[config.mk]
export PLATFORM = sky130hd
export DESIGN_NAME = axis_to_axil_writer
export DESIGN_NICKNAME = d
export VERILOG_FILES = /design/src/rtl/axis_to_axil_pkg.sv /design/src/rtl/axis_to_axil_writer.sv
export SDC_FILE = /design/constraint.sdc
export NUM_CORES = 1
export LEC_CHECK = 0
export BUFFER_PORTS_ARGS = -buffer_cell sky130_fd_sc_hd__clkbuf_2
export CELL_PAD_IN_SITES_DETAIL_PLACEMENT = 0
export CELL_PAD_IN_SITES_GLOBAL_PLACEMENT = 1
export CORE_ASPECT_RATIO = 1.75
export CORE_MARGIN = 1
export CORE_UTILIZATION = 38
export CTS_BUF_LIST = sky130_fd_sc_hd__clkbuf_4
export CTS_CLUSTER_DIAMETER = 30
export CTS_CLUSTER_SIZE = 25
export DETAILED_ROUTE_END_ITERATION = 8
export GPL_TIMING_DRIVEN = 0
export HOLD_SLACK_MARGIN = 0.05
export PLACE_DENSITY_LB_ADDON = 0.3
export SYNTH_ARGS = -nofsm -noshare
export SYNTH_HDL_FRONTEND = slang
export SYNTH_SLANG_ARGS = --single-unit
[constraint.sdc]
create_clock -name clk -period 2.6 [get_ports clk]
set_clock_uncertainty 0.2 [all_clocks]
set_input_delay 0.13 -clock clk [delete_from_list [all_inputs] [get_ports clk]]
set_output_delay 0.13 -clock clk [all_outputs]
set_load 0.02 [all_outputs]
[src/rtl/axis_to_axil_pkg.sv]
// Shared constants for the AXI-Stream to AXI-Lite block loader.
package axis_to_axil_pkg;

    typedef logic [1:0] state_t;

    localparam state_t ST_IDLE  = 2'd0;
    localparam state_t ST_FETCH = 2'd1;
    localparam state_t ST_WRITE = 2'd2;
    localparam state_t ST_RESP  = 2'd3;

    localparam logic [1:0] AXI_RESP_OKAY = 2'b00;

endpackage

[src/rtl/axis_to_axil_writer.sv]
// Streams a block of words into an AXI-Lite slave, one outstanding write at a time.
// Optional AXIS_TO_AXIL_ERRCNT_EN adds a saturating count of non-OKAY write responses.
module axis_to_axil_writer
    import axis_to_axil_pkg::*;
#(
    parameter int ADDR_WIDTH = 9,
    parameter int DATA_WIDTH = 32,
    parameter int STRB_WIDTH = DATA_WIDTH / 8,
    parameter int LEN_WIDTH  = 16
) (
    input  logic                  clk,
    input  logic                  rst,
    input  logic                  start,
    input  logic [ADDR_WIDTH-1:0] base_addr,
    input  logic [LEN_WIDTH-1:0]  len,
    output logic                  busy,
    output logic                  done,
    output logic                  err,
`ifdef AXIS_TO_AXIL_ERRCNT_EN
    output logic [7:0]            err_count,
`endif
    input  logic [DATA_WIDTH-1:0] s_axis_tdata,
    input  logic                  s_axis_tvalid,
    output logic                  s_axis_tready,
    input  logic                  s_axis_tlast,
    output logic [ADDR_WIDTH-1:0] m_axil_awaddr,
    output logic [2:0]            m_axil_awprot,
    output logic                  m_axil_awvalid,
    input  logic                  m_axil_awready,
    output logic [DATA_WIDTH-1:0] m_axil_wdata,
    output logic [STRB_WIDTH-1:0] m_axil_wstrb,
    output logic                  m_axil_wvalid,
    input  logic                  m_axil_wready,
    input  logic [1:0]            m_axil_bresp,
    input  logic                  m_axil_bvalid,
    output logic                  m_axil_bready
);

    localparam int OFF_WIDTH = LEN_WIDTH + $clog2(STRB_WIDTH + 1);

    state_t                state_q, state_d;
    logic [LEN_WIDTH-1:0]  idx_q, idx_d;
    logic [LEN_WIDTH-1:0]  len_q, len_d;
    logic [ADDR_WIDTH-1:0] base_q, base_d;
    logic [ADDR_WIDTH-1:0] awaddr_q, awaddr_d;
    logic [DATA_WIDTH-1:0] wdata_q, wdata_d;
    logic                  awvalid_q, awvalid_d;
    logic                  wvalid_q, wvalid_d;
    logic                  busy_q, busy_d;
    logic                  done_q, done_d;
    logic                  err_q, err_d;
    logic                  last_q, last_d;
`ifdef AXIS_TO_AXIL_ERRCNT_EN
    logic [7:0]            err_cnt_q, err_cnt_d;
`endif

    logic [OFF_WIDTH-1:0]  byte_off;
    logic                  idx_is_last;
    logic                  aw_clear;
    logic                  w_clear;

    assign byte_off    = OFF_WIDTH'(idx_q) * OFF_WIDTH'(STRB_WIDTH);
    assign idx_is_last = (idx_q == len_q - LEN_WIDTH'(1));
    assign aw_clear    = !awvalid_q || m_axil_awready;
    assign w_clear     = !wvalid_q || m_axil_wready;

    always_comb begin
        state_d   = state_q;
        idx_d     = idx_q;
        len_d     = len_q;
        base_d    = base_q;
        awaddr_d  = awaddr_q;
        wdata_d   = wdata_q;
        awvalid_d = awvalid_q;
        wvalid_d  = wvalid_q;
        busy_d    = busy_q;
        done_d    = 1'b0;
        err_d     = err_q;
        last_d    = last_q;
`ifdef AXIS_TO_AXIL_ERRCNT_EN
        err_cnt_d = err_cnt_q;
`endif
        case (state_q)
            ST_IDLE: begin
                if (start) begin
                    err_d = 1'b0;
`ifdef AXIS_TO_AXIL_ERRCNT_EN
                    err_cnt_d = 8'd0;
`endif
                    if (len != '0) begin
                        base_d  = base_addr;
                        len_d   = len;
                        idx_d   = '0;
                        busy_d  = 1'b1;
                        state_d = ST_FETCH;
                    end else begin
                        done_d = 1'b1;
                    end
                end
            end
            ST_FETCH: begin
                if (s_axis_tvalid) begin
                    wdata_d   = s_axis_tdata;
                    awaddr_d  = base_q + ADDR_WIDTH'(byte_off);
                    awvalid_d = 1'b1;
                    wvalid_d  = 1'b1;
                    last_d    = idx_is_last || s_axis_tlast;
                    // tlast and the word count disagreeing either way is a framing error
                    if (idx_is_last != s_axis_tlast) begin
                        err_d = 1'b1;
                    end
                    state_d = ST_WRITE;
                end
            end
            ST_WRITE: begin
                if (m_axil_awready) begin
                    awvalid_d = 1'b0;
                end
                if (m_axil_wready) begin
                    wvalid_d = 1'b0;
                end
                if (aw_clear && w_clear) begin
                    state_d = ST_RESP;
                end
            end
            ST_RESP: begin
                if (m_axil_bvalid) begin
                    if (m_axil_bresp != AXI_RESP_OKAY) begin
                        err_d = 1'b1;
`ifdef AXIS_TO_AXIL_ERRCNT_EN
                        if (err_cnt_q != 8'hFF) begin
                            err_cnt_d = err_cnt_q + 8'd1;
                        end
`endif
                    end
                    if (last_q) begin
                        done_d  = 1'b1;
                        busy_d  = 1'b0;
                        state_d = ST_IDLE;
                    end else begin
                        idx_d   = idx_q + LEN_WIDTH'(1);
                        state_d = ST_FETCH;
                    end
                end
            end
            default: begin
                state_d = ST_IDLE;
            end
        endcase
    end

    always_ff @(posedge clk or posedge rst) begin
        if (rst) begin
            state_q   <= ST_IDLE;
            idx_q     <= '0;
            len_q     <= '0;
            base_q    <= '0;
            awaddr_q  <= '0;
            wdata_q   <= '0;
            awvalid_q <= 1'b0;
            wvalid_q  <= 1'b0;
            busy_q    <= 1'b0;
            done_q    <= 1'b0;
            err_q     <= 1'b0;
            last_q    <= 1'b0;
`ifdef AXIS_TO_AXIL_ERRCNT_EN
            err_cnt_q <= 8'd0;
`endif
        end else begin
            state_q   <= state_d;
            idx_q     <= idx_d;
            len_q     <= len_d;
            base_q    <= base_d;
            awaddr_q  <= awaddr_d;
            wdata_q   <= wdata_d;
            awvalid_q <= awvalid_d;
            wvalid_q  <= wvalid_d;
            busy_q    <= busy_d;
            done_q    <= done_d;
            err_q     <= err_d;
            last_q    <= last_d;
`ifdef AXIS_TO_AXIL_ERRCNT_EN
            err_cnt_q <= err_cnt_d;
`endif
        end
    end

    assign busy           = busy_q;
    assign done           = done_q;
    assign err            = err_q;
`ifdef AXIS_TO_AXIL_ERRCNT_EN
    assign err_count      = err_cnt_q;
`endif
    assign s_axis_tready  = (state_q == ST_FETCH);
    assign m_axil_awaddr  = awaddr_q;
    assign m_axil_awprot  = 3'b000;
    assign m_axil_awvalid = awvalid_q;
    assign m_axil_wdata   = wdata_q;
    assign m_axil_wstrb   = '1;
    assign m_axil_wvalid  = wvalid_q;
    assign m_axil_bready  = (state_q == ST_RESP);

endmodule

Word level (Yosys, flattened, before mapping)

Cells that the tools add are included.

Register bits: 90
Bits of input ports: 67
Output and inout port bits: 55
Word-level logic and storage cells: 84

Add/sub/neg operators: 3
Equality and inequality tests: 16
Mux-type cells: 33
Reductions and logical operators: 20

Operator list:

| kind                                                                  | number |
|---|---|
| 16-bit two-way mux                                                    | 4 |
| 16-bit case mux with 2 select lines                                   | 1 |
| 1-bit two-way mux                                                     | 17 |
| 16-bit by 1-bit adder with 16-bit output, second input constant       | 1 |
| 16-bit equality test                                                  | 1 |
| 2-bit != test, second input constant                                  | 8 |
| 16-bit nonzero test                                                   | 1 |
| 16-bit by 1-bit subtractor with 16-bit output, second input constant  | 1 |
| 5-bit AND reduction                                                   | 3 |
| 2-bit two-way mux                                                     | 5 |
| 9-bit adder                                                           | 1 |
| 3-bit AND reduction                                                   | 3 |
| 1-bit case mux with 2 select lines                                    | 4 |
| 2-bit case mux with 4 select lines                                    | 1 |
| 2-bit by 1-bit != test with 1-bit output, second input constant       | 3 |
| 6-bit AND reduction                                                   | 1 |
| 2-bit nonzero test                                                    | 3 |
| 2-bit equality test, second input constant                            | 2 |
| 1-bit logical OR                                                      | 3 |
| 1-bit case mux with 3 select lines                                    | 1 |
| 3-bit nonzero test                                                    | 1 |
| 2-bit by 1-bit equality test with 1-bit output, second input constant | 1 |
| 1-bit zero test                                                       | 2 |
| 2-bit zero test                                                       | 1 |
| 3 further kinds                                                       | 3 |

Logic depth before layout (Yosys ltp)

Gate-level depths: netlist (run 1).

Word-level depth: 6
Mapped depth: 12
Mapped depth without buffers: 12

Worst setup path before layout (run 1)

Ideal clock, no wire load.

Path type: flip-flop to flip-flop
From: register len_q[0]
To: register err_q (netlist: err)
Library setup time: 67 ps
Arrival: 2521 ps
Required time: 2333 ps
Path slack: -187 ps
Stages on the path, launching flop included: 13
Buffers on the path: 0
Period minus slack after synthesis: 2787 ps
Path through: dfrtp_1 -> inv_1 -> ha_1 -> nor3b_2 -> nand4_1 -> xor2_1 -> o21ai_0 -> o311a_1 -> nand3_1 -> ha_1 -> nand2_1 -> a221oi_1 -> o32a_1

Cells in the longest elaborated chain, start to end: 5

Ends and longest elaborated chain:

| item                                               | line                       | source |
|---|---|---|
| from (decl)                                        | axis_to_axil_writer.sv:43  | `logic [LEN_WIDTH-1:0] len_q, len_d;` |
| from (signal assigned)                             | axis_to_axil_writer.sv:172 | `len_q <= len_d;` |
| 16-bit by 1-bit subtractor with 16-bit output      | axis_to_axil_writer.sv:63  | `assign idx_is_last = (idx_q == len_q - LEN_WIDTH'(1));` |
| 16-bit equality test                               | axis_to_axil_writer.sv:63  |  |
| 1-bit != test                                      | axis_to_axil_writer.sv:109 | `if (idx_is_last != s_axis_tlast) begin` |
| 2-bit by 1-bit != test with 1-bit output (no line) | --                         |  |
| 6-bit AND reduction (no line)                      | --                         |  |
| to (signal assigned)                               | axis_to_axil_writer.sv:180 | `err_q <= err_d;` |
| to (decl)                                          | axis_to_axil_writer.sv:51  | `logic err_q, err_d;` |

Every way passes these cells.
A chain may end at the register's enable or synchronous reset.

Worst setup path after layout (run 1)

From: register len_q[2]
To: register err_q (netlist: err)

The elaborated chain is that of the path after synthesis.

==> results of run 1 <==
==> cell families (layout without fill, tap and decap cells) <==
logic type | count (synthesis) | count (layout) | share of synthesized area (%)
XOR/XNOR | 32 | 32 | 5.985
AND/OR/NAND/NOR | 122 | 122 | 14.43
adder cells (fa/ha/maj) | 15 | 15 | 4.168
flip-flops | 90 | 90 | 48.09
AO/OA/AOI/OAI | 60 | 60 | 8.309
other | 2 | 8 | 0.1604
buffers and inverters | 44 | 249 | 4.515
multiplexers | 60 | 60 | 14.35
==> stage by stage <==
| step | setup slack, ns | util (%) | instance area [um^2] | instances | hold slack, ns |
|---|---|---|---|---|---|
| finish | -0.2795 | 54.26 | 6513 | 801 | 0.08218 |
| CTS | -0.3184 | 53.41 | 6411 | 796 | -0.1139 |
| detailed placement | -0.5137 | 46.06 | 5529 | 711 | 0.03496 |
| global route | -0.3416 | 54.26 | 6513 | 801 | 0.1073 |
| floorplan | -0.1125 | - | 4712 | 430 | 0.04684 |
| global placement | -0.5147 | 45.73 | 5489 | 709 | 0.1483 |
==> report_power, final <==
group | internal (mW) | leakage, nW | switching, mW
registers | 2.01 | 1.09 | 0.540
clock network | 0.289 | 0.0644 | 0.502
logic | 1.55 | 1.80 | 1.84
==> path summary, 6_finish.rpt <==
check                      slack, ns  cells after the start                    startpoint                            to
max reg2reg                    -0.28                     11          len_q[2]$_DFFE_PP0P_               err$_DFFE_PP0P_
min reg2reg                     0.30                      2  m_axil_awaddr[3]$_DFFE_PP0P_  m_axil_awaddr[3]$_DFFE_PP0P_
max in group asynchronous       1.29                      5                           rst          idx_q[0]$_DFFE_PP0P_
max                            -0.28                     11          len_q[2]$_DFFE_PP0P_               err$_DFFE_PP0P_
min in group clk                0.22                      4                  base_addr[3]         base_q[3]$_DFFE_PP0P_
min                             0.08                      3                           rst   m_axil_wdata[1]$_DFFE_PP0P_
==> worst max-delay path, delay by kind of cell (launching register included) <==
family	cells	cell delay, ns
simple gates	4	0.93
compound gates	4	0.73
flops	1	0.42
fa+ha+maj	1	0.30
buf+inv	1	0.13
mux	1	0.13
==> area by class of cell <==
type / instances / area [um^2]
inverters: 19 / 75.07
flip-flops and latches: 90 / 2257
well taps: 165 / 206.4
repair buffers: 193 / 1368
plain buffers: 22 / 121.4
clock inverters: 6 / 66.31
diodes: 1 / 2.502
clock buffers: 9 / 67.56
fillers: 1063 / 5490
multi-input cells: 296 / 2349
==> cell usage in the layout (no fill, tap or decap), types with 3 or more instances in the layout <==
| cell | count |
|---|---|
| nor2_1 | 19 |
| nor4_1 | 3 |
| a21oi_1 | 5 |
| o221ai_1 | 4 |
| clkinvlp_4 | 4 |
| dlygate4sd3_1 | 70 |
| mux2_2 | 57 |
| a21o_1 | 3 |
| o21ai_0 | 23 |
| and2_1 | 5 |
| clkbuf_1 | 7 |
| inv_1 | 16 |
| xor2_1 | 17 |
| nand2_1 | 37 |
| xnor2_1 | 15 |
| mux2i_1 | 3 |
| o31ai_1 | 3 |
| dfrtp_2 | 4 |
| nor4_2 | 7 |
| dfrtp_1 | 86 |
| a211oi_1 | 3 |
| clkbuf_2 | 115 |
| ha_1 | 12 |
| nor2b_1 | 4 |
| nand4_1 | 6 |
| buf_1 | 3 |
| and3_1 | 7 |
| nand3b_1 | 4 |
| buf_4 | 13 |
| conb_1 | 7 |
| nand3_1 | 7 |
| nor3_1 | 4 |
| clkbuf_4 | 9 |
| buf_2 | 3 |
| nand2b_1 | 3 |
==> registers in the layout, summed over array words and instances (netlist names) <==
name and cells:
base_q 9, busy 1, done 1, err 1, idx_q 16, last_q 1, len_q 16, m_axil_awaddr 9
m_axil_awvalid 1, m_axil_wdata 32, m_axil_wvalid 1, state_q 2
==> repair_timing <==
item	in CTS	in global routing
endpoints found under the hold margin	116	1
setup buffers	6	1
setup endpoints to repair	2	27
resized for setup	11	17
hold buffers	67	3
pin swaps	10	4
==> layer usage <==
metal  part of all wire (%)  vias up  wire length (um)  track usage, %
met1                     38     1872              4553           20.52
li1                       -     1913                 -               -
met5                      0        -                 0               0
met4                    2.8        0               335           7.833
met2                     55      111              6585           38.25
met3                    5.0       17               602           4.593
==> metrics, run 1 <==
synth unique cells 56; max cap viols 0; layout cells sized above 1 between 30% and 40%; Seq cells post-synth 90; Placeable Area between 0.01 and 0.015 mm^2; clk sink count 90; Clk Latency, worst-skew pair 0.46 ns; Leak Pwr about 3 nW; Top FF cell, synth dfrtp_1; clock root buffer clkbuf_4; htree depth 3; final hold vios 0; Syn. warnings 0; Worst Setup End Kind flop; Setup-failing EPs final 1; total vias in the final route 3913; failing checks setup timing; post-layout net count approximately 710; CTS tree yes; worst path cell trace buf_6 -> or4_4 -> nor3_4 -> mux2i_1 -> o21ai_2 -> o311a_1 -> nand3_2 -> ha_4 -> nand2_4 -> a221oi_2 -> o32a_1; vias per cell approximately 4.9; cells after synthesis 425; P per Cell Area slightly above 1000 mW/mm^2; vias in the first global route between 4000 and 5000; area delta synth->final 39.06%; post-route antenna net violation count 0; ys async rst share 100.0%; Critical Path AT between 3 and 4 ns; die height approximately 150 um; initial antenna violation count 1; largest cells by area after synthesis dfrtp_1 48%, mux2_2 14%, ha_1 3.7%; worst vdd ir between 500 and 600 uV; fin worst setup slack -0.2795 ns; Post-synth EDFFs 0; GPL Wtd Cong 0.8639; Synth area leader dfrtp_1; cell area after synthesis between 0.004 and 0.005 mm^2; largest net degree at the start of global routing approximately 40; period utilization 110.7%; die area about 0.013 mm^2; num rows 53; All-Layer GR Usage between 20% and 30%; RSZ-0062 raised after global routing yes; Residual DRC 0; critical path's largest stage delay between 0.5 and 0.6 ns; CP max stage cell or4_4; status finished, violations left; Initial Utilization 39.02%; Worst Tran Pin Value ~0.62 ns; Power, Total roughly 6.7 mW; setup tns final -0.2795 ns; first-pass GRT wire length around 20000 um; Min Clock Period, post-route about 2.9 ns; Worst Hold Class input port to asynchronous set/reset pin; synth cell count leaders 90 x dfrtp_1, 57 x mux2_2, 38 x nand2_1; share of Yosys cell area claimed by the top area cell type between 40% and 50%; Iteration-0 DRC Markers 100; drt first pass iters 4; port bufs roughly 110; final WL between 10000 and 15000 um; fmax 0.3473 GHz; clock-pin slew on the worst setup and hold paths 0.15 ns; CTS Buf Count 9; Data required, critical path 2.81 ns; fin. max-slew vios 0; Slew HR 58.41%; most common cell in the netlist dfrtp_1; post-DP HPWL 8779 um; gr ovfl total 0; Longest Clk Path Bufs 2; Seq/Total Area, Yosys between 40% and 50%; Syn Area/Cell between 10 and 15 um^2; critical path type flop to flop; die width roughly 86 um; io pins roughly 120; Max FO, Critical Path 6; crit start category flop; WL/cell 15.08 um
Power figures use the tool's default switching activity.
==> run 2: changes to the inputs <==
--- a/config.mk
+++ b/config.mk
@@ -17,7 +17,7 @@
 export DETAILED_ROUTE_END_ITERATION = 8
 export GPL_TIMING_DRIVEN = 0
 export HOLD_SLACK_MARGIN = 0.05
-export PLACE_DENSITY_LB_ADDON = 0.3
+export PLACE_DENSITY = 0.81
 export SYNTH_ARGS = -nofsm -noshare
 export SYNTH_HDL_FRONTEND = slang
 export SYNTH_SLANG_ARGS = --single-unit
==> run 2 against run 1 <==
Against the previous run: the run still ends with setup timing left; register-to-register slack got worse by 0.11 ns; cell area shrank 0.27%; via count rose by 1.0%; combinational power barely moved; final cell count is 0.50% higher; hold slack got worse by 0.018 ns; utilization decreased by 0.15 points; power up 0.67%; global-route usage up 0.22 points; critical path type unchanged; critical endpoint unchanged; largest power group unchanged.
==> metrics, run 2 (synthesis gave the netlist of run 1 again) <==
status finished, violations left (unchanged); failing checks setup timing (unchanged); RSZ-0062 raised after global routing yes (unchanged); vias per cell 4.912 (was 4.885); critical path type flop to flop (unchanged); total vias in the final route 3954 (was 3913); Initial Utilization 39.02% (unchanged); end of the worst hold path m_axil_awaddr[4]$_DFFE_PP0P_; die height 148.9 um (unchanged); critical path's largest stage delay 0.61 ns (was 0.55 ns); CTS Buf Count 9 (unchanged); Placeable Area 0.01200 mm^2 (unchanged); Max FO, Critical Path 6 (unchanged); Setup-failing EPs final 1 (unchanged); post-layout net count 716 (was 713); period utilization 115.0% (was 110.7%); CTS tree yes (unchanged); Worst Tran Pin Value 0.7517 ns (was 0.6226 ns); fin. max-slew vios 0 (unchanged); fmax 0.3346 GHz (was 0.3473 GHz); Reg2Reg Setup Slack -0.39 ns (was -0.28 ns); Power, Total 6.774 mW (was 6.729 mW); Data required, critical path 2.81 ns (about the same); largest net degree at the start of global routing 42 (was 41); worst setup path startpoint len_q[2]$_DFFE_PP0P_ (unchanged); WL/cell 15.13 um (was 15.08 um); setup tns final -0.3887 ns (was -0.2795 ns); final hold vios 0 (unchanged); post-route cell area 0.006495 mm^2 (was 0.006513 mm^2); clock root buffer clkbuf_4 (unchanged); critical register-to-register path endpoint err$_DFFE_PP0P_ (unchanged); die area 0.01279 mm^2 (unchanged); drt first pass iters 4 (unchanged); fill cell count 1075 (was 1063); initial antenna violation count 1 (unchanged); htree depth 3 (unchanged); max cap viols 0 (unchanged); WHS Path Cells 5; Worst Hold Class input port to flop (was input port to asynchronous set/reset pin); Placed Instance Area 0.005529 mm^2 (unchanged); worst vdd ir 679.7 uV (was 565.4 uV); area delta synth->final 38.69% (was 39.06%); final WL 12180 um (was 12080 um); most frequent cells in the layout 115 x clkbuf_2, 89 x dfrtp_1, 71 x dlygate4sd3_1, 57 x mux2_2, 38 x nand2_1 (was 115 x clkbuf_2, 86 x dfrtp_1, 70 x dlygate4sd3_1, 57 x mux2_2, 37 x nand2_1); Reg2Reg Depth 11 (unchanged); Residual DRC 0 (unchanged); clock-pin slew on the worst setup and hold paths 0.18 ns (was 0.15 ns); worst path cell trace buf_6 -> or4_4 -> a211o_1 -> a21oi_2 -> a31oi_2 -> nor3_2 -> nand3_1 -> ha_1 -> nand2_1 -> a221oi_2 -> o32a_1 (was buf_6 -> or4_4 -> nor3_4 -> mux2i_1 -> o21ai_2 -> o311a_1 -> nand3_2 -> ha_4 -> nand2_4 -> a221oi_2 -> o32a_1); Critical Path AT 3.20 ns (was 3.09 ns); post-DP HPWL 8618 um (was 8779 um); footprint of the multi-input gates 0.002291 mm^2 (was 0.002349 mm^2); crit start category flop (unchanged); num rows 53 (unchanged); Longest Clk Path Bufs 2 (unchanged); commonest non-fill, non-tap cell in the layout clkbuf_2 (unchanged); Clk Latency, worst-skew pair 0.47 ns (was 0.46 ns); Reg area 0.002253 mm^2 (was 0.002257 mm^2); port bufs 114 (unchanged); Worst Setup End Kind flop (unchanged); max FFs per register 32 (unchanged); io pins 122 (unchanged); Min Clock Period, post-route 2.989 ns (was 2.879 ns); All-Layer GR Usage 20.25% (was 20.02%); gr ovfl total 0 (unchanged); GPL Wtd Cong 0.8572 (was 0.8639); first-pass GRT wire length 20020 um (was 19650 um); Iteration-0 DRC Markers 132 (was 100); P per Cell Area 1043 mW/mm^2 (was 1033 mW/mm^2); pre-CTS WS -0.4395 ns (was -0.5137 ns); r2r startpoint len_q[2]$_DFFE_PP0P_ (unchanged); post-route antenna net violation count 0 (unchanged); min-delay src s_axis_tvalid; clk sink count 90 (unchanged); fin worst setup slack -0.3887 ns (was -0.2795 ns); die width 85.92 um (unchanged); Leak Pwr 2.984 nW (was 2.955 nW); CP max stage cell or4_4 (unchanged); Hold Worst Slack 0.06418 ns (was 0.08218 ns); layout cells sized above 1 35.52% (was 37.48%); Slew HR 49.43% (was 58.41%); vias in the first global route 4208 (was 4129)
-- run 2: cell count changes in the layout (fill, tap and decap cells not counted), sizes merged --
cell,previous run,this run
inv,19,23
clkinvlp,4,1
clkbuf,131,133
dlygate4sd3,70,71
-- run 2: how the worst max path moves through the flow --
stage	end	slack, ns	cells past startpoint
after floorplan	err$_DFFE_PP0P_	-0.11	12
after global placement	err$_DFFE_PP0P_	-0.41	12
after detailed placement	err$_DFFE_PP0P_	-0.44	12
after CTS	err$_DFFE_PP0P_	-0.38	11
after global routing	err$_DFFE_PP0P_	-0.50	11
final	err$_DFFE_PP0P_	-0.39	11
-- run 2: final cells by class --
| type | instances | share of cell area, % |
|---|---|---|
| Antenna cell | 1 | 0.03853 |
| Buffer | 24 | 2.042 |
| Clock buffer | 9 | 1.040 |
| Clock inverter | 7 | 1.426 |
| Inverter | 19 | 1.156 |
| Multi-Input combinational cell | 296 | 35.27 |
| Sequential cell | 90 | 34.69 |
| Tap cell | 165 | 3.179 |
| Timing Repair Buffer | 194 | 21.15 |
-- run 2: routing by layer --
metal / up-vias / wire, um / global-route usage [%]
met5: - / 0 / 0
met4: 0 / 263 / 7.667
met3: 19 / 505 / 4.040
met2: 103 / 6700 / 38.06
met1: 1922 / 4712 / 21.83
li1: 1910 / - / -
-- run 2: through the flow --
stage	instances	utilization, %
2_1_floorplan	430	-
4_1_cts	799	53.46
6_report	805	54.11
3_5_place_dp	711	46.06
5_1_grt	805	54.11
3_3_place_gp	709	45.73
-- run 2: repair_timing --
action	4_1_cts	5_1_grt
setup endpoints to repair	2	13
hold endpoints to repair	156	0
gates cloned	0	0
buffers inserted	2	5
hold buffers	71	0
resized for setup	3	11
pin swaps	4	10
-- run 2: critical path: cells and delay by family, from the launching register on --
family,cells,cell delay [ns]
buffers and inverters,1,0.13
AOI/OAI and AO/OA,5,0.93
DFF,1,0.41
adders and majority gates,1,0.30
and+or+nand+nor,4,0.97
-- run 2: power by group --
group          leakage (nW)  switching, mW  internal (mW)
Clock                0.0866          0.555          0.322
Combinational          1.81           1.87           1.54
Sequential             1.09          0.488           2.01
Total                  2.98           2.91           3.87
==> run 3: changes to the inputs <==
--- a/config.mk
+++ b/config.mk
@@ -10,14 +10,14 @@
 export CELL_PAD_IN_SITES_GLOBAL_PLACEMENT = 1
 export CORE_ASPECT_RATIO = 1.75
 export CORE_MARGIN = 1
-export CORE_UTILIZATION = 38
+export CORE_UTILIZATION = 42
 export CTS_BUF_LIST = sky130_fd_sc_hd__clkbuf_4
 export CTS_CLUSTER_DIAMETER = 30
 export CTS_CLUSTER_SIZE = 25
 export DETAILED_ROUTE_END_ITERATION = 8
 export GPL_TIMING_DRIVEN = 0
 export HOLD_SLACK_MARGIN = 0.05
-export PLACE_DENSITY = 0.81
+export PLACE_DENSITY = 0.85
 export SYNTH_ARGS = -nofsm -noshare
 export SYNTH_HDL_FRONTEND = slang
 export SYNTH_SLANG_ARGS = --single-unit
==> constraint.sdc (replaced) <==
create_clock -name clk -period 3.4 [get_ports clk]
set_clock_uncertainty 0.2 [all_clocks]
set_input_delay 0.17 -clock clk [delete_from_list [all_inputs] [get_ports clk]]
set_output_delay 0.17 -clock clk [all_outputs]
set_load 0.02 [all_outputs]
==> run 3 against run 2 <==
Against the previous run: the run now ends clean; register-to-register slack improved by 0.66 ns; sequential share of layout area increased by 1.1 points; first-iteration DRC count increased by 30%; largest cell class is now sequential cells.
==> metrics, run 3 (synthesis gave the netlist of run 1 again) <==
WL/cell 15.31 um (was 15.13 um); area delta synth->final 34.41% (was 38.69%); fin. max-slew vios 0 (unchanged); fmax 0.3194 GHz (was 0.3346 GHz); largest net degree at the start of global routing 47 (was 42); total vias in the final route 3882 (was 3954); first-pass GRT wire length 19050 um (was 20020 um); Setup-failing EPs final 0 (was 1); post-route antenna net violation count 0 (unchanged); All-Layer GR Usage 21.93% (was 20.25%); Hold Worst Slack 0.1150 ns (was 0.06418 ns); period utilization 92.07% (was 115.0%); Worst Setup End Kind flop (unchanged); worst vdd ir 526.0 uV (was 679.7 uV); setup tns final 0 ns (was -0.3887 ns); Leak Pwr 2.924 nW (was 2.984 nW); vias in the first global route 4108 (was 4208); CTS tree yes (unchanged); P per Cell Area 789.2 mW/mm^2 (was 1043 mW/mm^2); final WL 11640 um (was 12180 um); Min Clock Period, post-route 3.131 ns (was 2.989 ns); num rows 50 (was 53); max cap viols 0 (unchanged); fill cell count 953 (was 1075); GPL Wtd Cong 0.8840 (was 0.8572); die width 81.83 um (was 85.92 um); Worst Tran Pin Value 0.7724 ns (was 0.7517 ns); Residual DRC 0 (unchanged); port bufs 114 (unchanged); commonest non-fill, non-tap cell in the layout clkbuf_2 (unchanged); Data required, critical path 3.61 ns (was 2.81 ns); Power, Total 4.968 mW (was 6.774 mW); Slew HR 48.03% (was 49.43%); fin worst setup slack 0.2695 ns (was -0.3887 ns); Worst Hold Class input port to asynchronous set/reset pin (was input port to flop); status finished clean (was finished, violations left); Critical Path AT 3.34 ns (was 3.20 ns); Clk Latency, worst-skew pair 0.47 ns (about the same); die height 141.7 um (was 148.9 um); RSZ-0062 raised after global routing no (was yes); Initial Utilization 43.52% (was 39.02%); io pins 122 (unchanged); Reg area 0.002252 mm^2 (was 0.002253 mm^2); htree depth 3 (unchanged); clk sink count 90 (unchanged); pre-CTS WS 0.1831 ns (was -0.4395 ns); Inst Count DP 675 (was 711); Max FO, Critical Path 9 (was 6); final hold vios 0 (unchanged); most frequent cells in the layout 114 x clkbuf_2, 90 x dfrtp_1, 69 x dlygate4sd3_1, 57 x mux2_2, 38 x nand2_1 (was 115 x clkbuf_2, 89 x dfrtp_1, 71 x dlygate4sd3_1, 57 x mux2_2, 38 x nand2_1); post-DP HPWL 8491 um (was 8618 um); Iteration-0 DRC Markers 171 (was 132); initial antenna violation count 0 (was 1); gr ovfl total 0 (unchanged); antenna fix cells 0 (was 1); clock root buffer clkbuf_4 (unchanged); die area 0.01159 mm^2 (was 0.01279 mm^2); non-filler cells, final 760 (was 805); max FFs per register 32 (unchanged); clock-pin slew on the worst setup and hold paths 0.17 ns (was 0.18 ns); Placeable Area 0.01076 mm^2 (was 0.01200 mm^2); vias per cell 5.108 (was 4.912); critical path type flop to flop (unchanged); drt first pass iters 4 (unchanged); post-layout net count 707 (was 716); layout cells sized above 1 33.33% (was 35.52%); CTS Buf Count 9 (unchanged); Longest Clk Path Bufs 2 (unchanged); crit start category flop (unchanged); footprint of the multi-input gates 0.002245 mm^2 (was 0.002291 mm^2)
## run 3: cell types whose count changed in the layout (fill, tap and decap cells not counted), sizes merged
cell | before | now
buf | 23 | 17
dlygate4sd3 | 71 | 69
inv | 23 | 25
bufinv | 1 | 0
clkbuf | 133 | 132
clkinv | 1 | 0
diode | 1 | 0
## run 3: critical path: stages (launching register included)
cell and delay (ns):
dfrtp_1 0.47, inv_1 0.09, ha_1 0.26, nor3b_4 0.42, nand4_1 0.16, xor2_1 0.16
o21ai_0 0.14, o311a_1 0.17, nand3_1 0.12, ha_1 0.32, nand2_1 0.07, a221oi_1 0.29
o32a_1 0.19
## run 3: worst paths after layout
check                           cells after the start                         start  slack (ns)                            to
min in group clk                                    4                  base_addr[3]        0.24         base_q[3]$_DFFE_PP0P_
worst max register to register                     12          len_q[0]$_DFFE_PP0P_        0.27               err$_DFFE_PP0P_
max in group asynchronous                           4                           rst        2.25          idx_q[5]$_DFFE_PP0P_
worst min register to register                      2  m_axil_awaddr[7]$_DFFE_PP0P_        0.32  m_axil_awaddr[7]$_DFFE_PP0P_
worst min-delay path                                3                           rst        0.11  m_axil_wdata[17]$_DFFE_PP0P_
worst max-delay path                               12          len_q[0]$_DFFE_PP0P_        0.27               err$_DFFE_PP0P_
## run 3: through the flow
stage / area, um^2 / utilization, %
5_1_grt: 6295 / 58.50
6_report: 6295 / 58.50
4_1_cts: 6289 / 58.44
3_3_place_gp: 5435 / 50.51
3_5_place_dp: 5465 / 50.79
2_1_floorplan: 4702 / -
## run 3: cell type report
cell class | count | area share, %
multi-input cells | 296 | 35.66
plain buffers | 25 | 2.226
clock inverters | 7 | 1.034
well taps | 130 | 2.584
clock buffers | 9 | 1.073
repair buffers | 184 | 20.47
inverters | 19 | 1.173
flip-flops and latches | 90 | 35.78
## run 3: what timing repair did
action	4_1_cts	5_1_grt
endpoints found under the hold margin	156	0
gates resized for setup	0	1
endpoints found under the setup margin	0	1
setup buffers	0	0
hold buffers	69	0
## run 3: where the power goes
| part | total [mW] | internal, mW | switching, mW |
|---|---|---|---|
| Combinational | 2.46 | 1.11 | 1.35 |
| Clock | 0.594 | 0.171 | 0.423 |
| Sequential | 1.91 | 1.53 | 0.380 |
| Total | 4.97 | 2.81 | 2.16 |
## run 3: metal layers
| layer | global-route usage (%) | wire length, um |
|---|---|---|
| met2 | 40.41 | 6521 |
| met5 | 0 | 0 |
| met4 | 7.387 | 260 |
| met3 | 5.466 | 491 |
| met1 | 23.38 | 4361 |
